<file path="src/rtl/uart_rx_pkg.sv">
// Shared types and constants for the UART receive FSM slice.
//   DATA_WIDTH_DEFAULT : default serial data bits per frame
//   PRESCALE_8/16/32   : legal oversampling ratios
//   state_e            : receiver FSM states
//   expected_parity    : parity bit value a correct frame carries
package uart_rx_pkg;

  localparam int unsigned DATA_WIDTH_DEFAULT = 8;
  localparam int unsigned PRESCALE_W         = 6;
  localparam int unsigned EDGE_W             = 5;

  localparam logic [PRESCALE_W-1:0] PRESCALE_8  = 6'd8;
  localparam logic [PRESCALE_W-1:0] PRESCALE_16 = 6'd16;
  localparam logic [PRESCALE_W-1:0] PRESCALE_32 = 6'd32;

  typedef enum logic [2:0] {
    IDLE,
    START,
    DATA,
    PARITY,
    STOP
  } state_e;

  // Even parity: bit equals XOR of data; odd parity: its complement.
  function automatic logic expected_parity(input logic data_xor, input logic odd);
    return data_xor ^ odd;
  endfunction

endpackage

</file>
<file path="src/rtl/uart_rx_fsm_if.sv">
// Receiver-side bus of the UART RX FSM.
//   master : drives serial line, config and sampler strobes (line/sampler side)
//   slave  : the receiver FSM; drives sampler enable, edge index and results
interface uart_rx_fsm_if
  import uart_rx_pkg::*;
#(
  parameter int unsigned DATA_WIDTH = DATA_WIDTH_DEFAULT
);

  logic                  rx_in;
  logic [PRESCALE_W-1:0] prescale;
  logic                  par_en;
  logic                  par_typ;
  logic                  sampled_bit;
  logic                  sample_valid;
  logic                  dat_samp_en;
  logic [EDGE_W-1:0]     edge_cnt;
  logic [DATA_WIDTH-1:0] p_data;
  logic                  data_valid;
  logic                  par_err;
  logic                  stp_err;

  modport master (
    output rx_in, prescale, par_en, par_typ, sampled_bit, sample_valid,
    input  dat_samp_en, edge_cnt, p_data, data_valid, par_err, stp_err
  );

  modport slave (
    input  rx_in, prescale, par_en, par_typ, sampled_bit, sample_valid,
    output dat_samp_en, edge_cnt, p_data, data_valid, par_err, stp_err
  );

endinterface

</file>
<file path="src/rtl/edge_bit_counter.sv">
// Oversample edge counter and bit-period counter for the UART receiver.
//   enable   : count while high, clear both counters while low
//   prescale : latched oversampling ratio
//   edge_cnt : oversample index within the current bit
//   bit_cnt  : completed bit periods since the frame started
//   wrap     : last oversample of the current bit period
module edge_bit_counter
  import uart_rx_pkg::*;
#(
  parameter int unsigned BIT_CNT_W = 4
)(
  input  logic                  clk,
  input  logic                  reset_n,
  input  logic                  enable,
  input  logic [PRESCALE_W-1:0] prescale,
  output logic [EDGE_W-1:0]     edge_cnt,
  output logic [BIT_CNT_W-1:0]  bit_cnt,
  output logic                  wrap
);

  localparam logic [EDGE_W-1:0] EDGE_MAX = '1;

  // Counter saturation also wraps, so illegal ratios (0, >32) cannot lock the frame up.
  always_comb begin
    wrap = ({1'b0, edge_cnt} == (prescale - PRESCALE_W'(1))) || (edge_cnt == EDGE_MAX);
  end

  always_ff @(posedge clk or negedge reset_n) begin
    if (!reset_n) begin
      edge_cnt <= '0;
      bit_cnt  <= '0;
    end else if (!enable) begin
      edge_cnt <= '0;
      bit_cnt  <= '0;
    end else if (wrap) begin
      edge_cnt <= '0;
      bit_cnt  <= bit_cnt + BIT_CNT_W'(1);
    end else begin
      edge_cnt <= edge_cnt + EDGE_W'(1);
    end
  end

endmodule

</file>
<file path="src/rtl/uart_rx_fsm.sv">
// UART receive control FSM: frame sequencing, LSB-first shift register,
// parity/stop checking and registered result strobes.
//   clk, reset_n : clock (prescale x bit rate), async active-low reset
//   bus          : slave side of uart_rx_fsm_if (line, config, sampler
//                  handshake, received byte and strobes)
module uart_rx_fsm
  import uart_rx_pkg::*;
#(
  parameter int unsigned DATA_WIDTH = DATA_WIDTH_DEFAULT
)(
  input  logic         clk,
  input  logic         reset_n,
  uart_rx_fsm_if.slave bus
);

  localparam int unsigned BIT_CNT_W = $clog2(DATA_WIDTH + 3);

  state_e                state;
  logic [PRESCALE_W-1:0] prescale_q;
  logic                  par_en_q;
  logic                  par_typ_q;
  logic [DATA_WIDTH-1:0] shift_reg;
  logic [DATA_WIDTH-1:0] p_data;
  logic                  par_flag;
  logic                  stp_flag;
  logic                  rx_armed;
  logic                  dat_samp_en;
  logic                  data_valid;
  logic                  par_err;
  logic                  stp_err;

  logic [EDGE_W-1:0]     edge_cnt;
  logic [BIT_CNT_W-1:0]  bit_cnt;
  logic                  wrap;

  logic                  glitch_c;
  logic                  stop_end_c;
  logic                  stp_now_c;
  logic                  exp_par_c;
  logic                  cnt_en_c;

  // Frame-level decode; counters are cleared on the same edge the FSM returns to IDLE.
  always_comb begin
    glitch_c   = (state == START) && bus.sample_valid && bus.sampled_bit;
    stop_end_c = (state == STOP) && wrap;
    stp_now_c  = stp_flag || (bus.sample_valid && !bus.sampled_bit);
    exp_par_c  = expected_parity(^shift_reg, par_typ_q);
    cnt_en_c   = (state != IDLE) && !glitch_c && !stop_end_c;
  end

  edge_bit_counter #(
    .BIT_CNT_W (BIT_CNT_W)
  ) u_counter (
    .clk      (clk),
    .reset_n  (reset_n),
    .enable   (cnt_en_c),
    .prescale (prescale_q),
    .edge_cnt (edge_cnt),
    .bit_cnt  (bit_cnt),
    .wrap     (wrap)
  );

  // Receiver FSM with registered outputs.
  always_ff @(posedge clk or negedge reset_n) begin
    if (!reset_n) begin
      state       <= IDLE;
      prescale_q  <= PRESCALE_16;
      par_en_q    <= 1'b0;
      par_typ_q   <= 1'b0;
      shift_reg   <= '0;
      p_data      <= '0;
      par_flag    <= 1'b0;
      stp_flag    <= 1'b0;
      rx_armed    <= 1'b0;
      dat_samp_en <= 1'b0;
      data_valid  <= 1'b0;
      par_err     <= 1'b0;
      stp_err     <= 1'b0;
    end else begin
      data_valid <= 1'b0;
      par_err    <= 1'b0;
      stp_err    <= 1'b0;
      // A start needs the line to have been seen high since reset.
      rx_armed   <= rx_armed | bus.rx_in;

      unique case (state)
        IDLE: begin
          par_flag <= 1'b0;
          stp_flag <= 1'b0;
          if (rx_armed && !bus.rx_in) begin
            state       <= START;
            dat_samp_en <= 1'b1;
            prescale_q  <= bus.prescale;
            par_en_q    <= bus.par_en;
            par_typ_q   <= bus.par_typ;
          end
        end

        START: begin
          if (glitch_c) begin
            state       <= IDLE;
            dat_samp_en <= 1'b0;
          end else if (wrap) begin
            state <= DATA;
          end
        end

        DATA: begin
          if (bus.sample_valid) begin
            shift_reg <= DATA_WIDTH'({bus.sampled_bit, shift_reg} >> 1);
          end
          if (wrap && (bit_cnt == BIT_CNT_W'(DATA_WIDTH))) begin
            state <= par_en_q ? PARITY : STOP;
          end
        end

        PARITY: begin
          if (bus.sample_valid && (bus.sampled_bit != exp_par_c)) begin
            par_flag <= 1'b1;
          end
          if (wrap) begin
            state <= STOP;
          end
        end

        STOP: begin
          if (bus.sample_valid && !bus.sampled_bit) begin
            stp_flag <= 1'b1;
          end
          if (wrap) begin
            state       <= IDLE;
            dat_samp_en <= 1'b0;
            par_flag    <= 1'b0;
            stp_flag    <= 1'b0;
            if (par_flag || stp_now_c) begin
              par_err <= par_flag;
              stp_err <= stp_now_c;
            end else begin
              data_valid <= 1'b1;
              p_data     <= shift_reg;
            end
          end
        end

        default: begin
          state       <= IDLE;
          dat_samp_en <= 1'b0;
        end
      endcase
    end
  end

  assign bus.dat_samp_en = dat_samp_en;
  assign bus.edge_cnt    = edge_cnt;
  assign bus.p_data      = p_data;
  assign bus.data_valid  = data_valid;
  assign bus.par_err     = par_err;
  assign bus.stp_err     = stp_err;

endmodule

</file>
<file path="src/flat_wrapper.sv">
// flat-port wrapper written by rule: the top's interface ports become plain ports
module uart_rx_fsm_flat import uart_rx_pkg::*;
#(
  parameter int unsigned DATA_WIDTH = DATA_WIDTH_DEFAULT
)
  (clk, reset_n, bus_rx_in, bus_prescale, bus_par_en, bus_par_typ, bus_sampled_bit, bus_sample_valid, bus_dat_samp_en, bus_edge_cnt, bus_p_data, bus_data_valid, bus_par_err, bus_stp_err);
  uart_rx_fsm_if #(.DATA_WIDTH(DATA_WIDTH)) bus_i ();
  input  logic clk;
  input  logic reset_n;
  input wire logic [$bits(bus_i.rx_in)-1:0] bus_rx_in;
  input wire logic [$bits(bus_i.prescale)-1:0] bus_prescale;
  input wire logic [$bits(bus_i.par_en)-1:0] bus_par_en;
  input wire logic [$bits(bus_i.par_typ)-1:0] bus_par_typ;
  input wire logic [$bits(bus_i.sampled_bit)-1:0] bus_sampled_bit;
  input wire logic [$bits(bus_i.sample_valid)-1:0] bus_sample_valid;
  output wire logic [$bits(bus_i.dat_samp_en)-1:0] bus_dat_samp_en;
  output wire logic [$bits(bus_i.edge_cnt)-1:0] bus_edge_cnt;
  output wire logic [$bits(bus_i.p_data)-1:0] bus_p_data;
  output wire logic [$bits(bus_i.data_valid)-1:0] bus_data_valid;
  output wire logic [$bits(bus_i.par_err)-1:0] bus_par_err;
  output wire logic [$bits(bus_i.stp_err)-1:0] bus_stp_err;
  assign bus_i.rx_in = bus_rx_in;
  assign bus_i.prescale = bus_prescale;
  assign bus_i.par_en = bus_par_en;
  assign bus_i.par_typ = bus_par_typ;
  assign bus_i.sampled_bit = bus_sampled_bit;
  assign bus_i.sample_valid = bus_sample_valid;
  assign bus_dat_samp_en = bus_i.dat_samp_en;
  assign bus_edge_cnt = bus_i.edge_cnt;
  assign bus_p_data = bus_i.p_data;
  assign bus_data_valid = bus_i.data_valid;
  assign bus_par_err = bus_i.par_err;
  assign bus_stp_err = bus_i.stp_err;
  uart_rx_fsm #(.DATA_WIDTH(DATA_WIDTH)) u_core (.clk(clk), .reset_n(reset_n), .bus(bus_i));
endmodule
</file>
<file path="config.mk">
export PLATFORM = sky130hd
export DESIGN_NAME = uart_rx_fsm_flat
export DESIGN_NICKNAME = d
export VERILOG_FILES = /design/src/rtl/uart_rx_pkg.sv /design/src/rtl/uart_rx_fsm_if.sv /design/src/rtl/edge_bit_counter.sv /design/src/rtl/uart_rx_fsm.sv /design/src/flat_wrapper.sv
export SDC_FILE = /design/constraint.sdc
export NUM_CORES = 1
export LEC_CHECK = 0
export ABC_AREA = 1
export CORE_MARGIN = 3
export CORE_UTILIZATION = 55
export CTS_BUF_LIST = sky130_fd_sc_hd__clkbuf_2
export DETAILED_ROUTE_END_ITERATION = 10
export PLACE_DENSITY = 0.85
export SLEW_MARGIN = 20
export SYNTH_ARGS = -nofsm -noshare
export SYNTH_HDL_FRONTEND = slang
export SYNTH_SLANG_ARGS = --single-unit
</file>
<file path="constraint.sdc">
create_clock -name clk -period 4.53 [get_ports clk]
set_input_delay 0.906 -clock clk [delete_from_list [all_inputs] [get_ports clk]]
set_output_delay 0.906 -clock clk [all_outputs]
set_load 0.05 [all_outputs]
</file>
==> results.ini <==
[critical_path]
r2r_start=u_core.state[0]
ff2ff_path_depth=8
cp.required_ns=3.62
crit_fanout=6
crit_family=buffers and inverters
slowest_stage=clkdlybuf4s50_1
critPathKind=reg -> out
cp_data_arrival_time_ns=1.78
critPathMaxStageDelay_ns=0.85
cp_num_buf_inv=1
rrSetupSlack_ns=2.39
r2r_end=u_core.state[1]
setup.worst_path.end_class=output pin
start_kind=flop
crit_path_cell_trace=clkdlybuf4s50_1

[clock_network]
clkLatencyLatePin_ns=0.42
htree_levels=2
cts_setup_buffers=0
holdBufCountCts=0
cts_resized=0
cts_buffer_depth=2
cts_buffers=5
cts_root_buffer=clkbuf_2
clkSinkCount=43
clk_pin_slew_ns=0.23
cts_tree=done

[detailed_routing]
post-route-drc-count=0
routedWlPerCell_um=12.3
drtIter0Drc=179
ant_nets=0
vias=1938
routed_wl_mm=4.56
vias_per_cell=5.21
drt_first_pass_iters=4

[synth]
synthCells=291
ys_seq_elements=43
synth_area_leader_cell=dfrtp_1
yosys.area.top_type_share_pct=46.2
synthTopCellsByCount=nand2_1 (87), dfrtp_1 (42), inv_1 (38)
synth_most_common_cell=nand2_1
synth_edf_count=0
ys_types=30
syn-num-nets=309
synth_area_um2=2270
synth-seq-area-share_pct=47.4
async_flop_share_pct=100
synth_ff_type=dfrtp_1
synth.area.top_cells=dfrtp_1 (46%), nand2_1 (14%), inv_1 (6.3%)
synth.avg_cell_area_um2=7.82
yosysWarnings=0

[sta]
rsz0062_at_grt=no
slew_headroom_pct=37.6
fin_crit_sh_pct=59.3
timing.setup.tns_ns=0
fmax_ghz=0.373
skew_ns=0.00992
whs_ns=0.498
timing.final.crit_period_ns=2.68
hold_viol=0
slew_violations=0
tightest_slew_ns=0.937
setup_viol=0

[place]
dp.cells=364
gp_congestion=0.906
place.detailed.hpwl_mm=3.33
portBuffers=29

[grt]
antenna_found_initial=0
overflow=0
gr-usage-all-layers_pct=20.1
grt_max_degree=44
grt_pass1_vias=1828
grt_pass1_wl_mm=8.07

[worst_hold_path]
holdPathEnd=u_core.bus.dat_samp_en
holdPathStages=2
min_from=u_core.bus.dat_samp_en
min_path_type=reg -> reg

[layout]
antenna_cells=0
nets=341
area_growth_pct=18.0
drive_gt1_share_pct=8.64
final_util_pct=70.2
nFillCells=309
finalNonFillerCells=372

[die]
io_pins=30
fp.dieArea_um2=4940
rows=22
core_um2=3830
dieHeight_um=70.3
initial_core_util_pct=59.5
die_x_um=70.3

[power]
finalPower_w=0.00160
p_per_area_nw_per_um2=596
p_leak_nw=1.41
ir_worst_vdd_mv=0.345

[run_status]
status=finished, final reports clean

[run]
drv_cap=0

==> through the flow <==
stage | setup slack (ns) | cell area, um^2
3_3_place_gp | 2.11 | 2590
5_1_grt | 1.77 | 2690
4_1_cts | 1.83 | 2690
3_5_place_dp | 2.05 | 2590
2_1_floorplan | 2.72 | 2270
6_report | 1.85 | 2690
==> metal layers <==
metal  share of wire (%)  track usage [%]  vias up
li1                    -                -      975
met1                  45             27.0      901
met2                  48             31.1       55
met3                 5.6             5.18        7
met4                 1.2             7.45        0
met5                   0                0        -
==> cell usage in the layout (no fill, tap or decap), drive strengths merged, types with 4 or more instances in the layout <==
| cell type | instances |
|---|---|
| o21ai | 7 |
| nand2 | 89 |
| nand3 | 23 |
| ha | 5 |
| nand4 | 12 |
| clkbuf | 5 |
| dfrtp | 42 |
| clkdlybuf4s50 | 28 |
| xor2 | 4 |
| xnor2 | 4 |
| inv | 42 |
| a21oi | 10 |
| nor2 | 38 |
==> where the power goes <==
part | switching [W] | total [W] | leakage (nW) | internal [W]
logic | 0.000458 | 0.000715 | 0.813 | 0.000257
clock network | 0.000133 | 0.000281 | 0.0492 | 0.000148
registers | 0.000113 | 0.000605 | 0.548 | 0.000492
total | 0.000704 | 0.00160 | 1.41 | 0.000897
==> tightest hold or removal path, stage by stage, from the launching register on <==
cell and delay (ns):
dfrtp_1 0.39, nand2_1 0.05, nand2_1 0.04
==> layout make-up <==
cell class	instances	area (um^2)	area share, %
multi-input cells	201	1010	37.6
clock buffers	5	25.0	0.932
well taps	48	60.1	2.24
flip-flops and latches	43	1080	40.1
repair buffers	29	285	10.6
inverters	43	161	6.01
clock inverters	3	67.6	2.52
==> kinds of logic (layout without fill, tap and decap cells) <==
group / count (synthesis) / after routing / synth area share, %
xor+xnor: 8 / 8 / 3.08
simple gates: 167 / 167 / 32.8
buf+inv: 47 / 80 / 8.31
compound gates: 18 / 18 / 4.24
fa+ha+maj: 5 / 5 / 2.75
mux: 3 / 3 / 1.49
flops: 43 / 43 / 47.4
==> how the worst max path moves through the flow <==
stage                                      start  cells after the start                   end  slack (ns)
floorplan                       bus_sample_valid                      8  u_core.bus.p_data[0]        2.72
global placement                 bus_sampled_bit                      8  u_core.bus.p_data[6]        2.11
detailed placement               bus_sampled_bit                      8  u_core.bus.p_data[2]        2.05
CTS                 u_core.u_counter.edge_cnt[2]                      1       bus_edge_cnt[2]        1.83
global route        u_core.u_counter.edge_cnt[0]                      1       bus_edge_cnt[0]        1.77
finish              u_core.u_counter.edge_cnt[2]                      1       bus_edge_cnt[2]        1.85
Note: power is estimated with default switching activity, not from simulation.
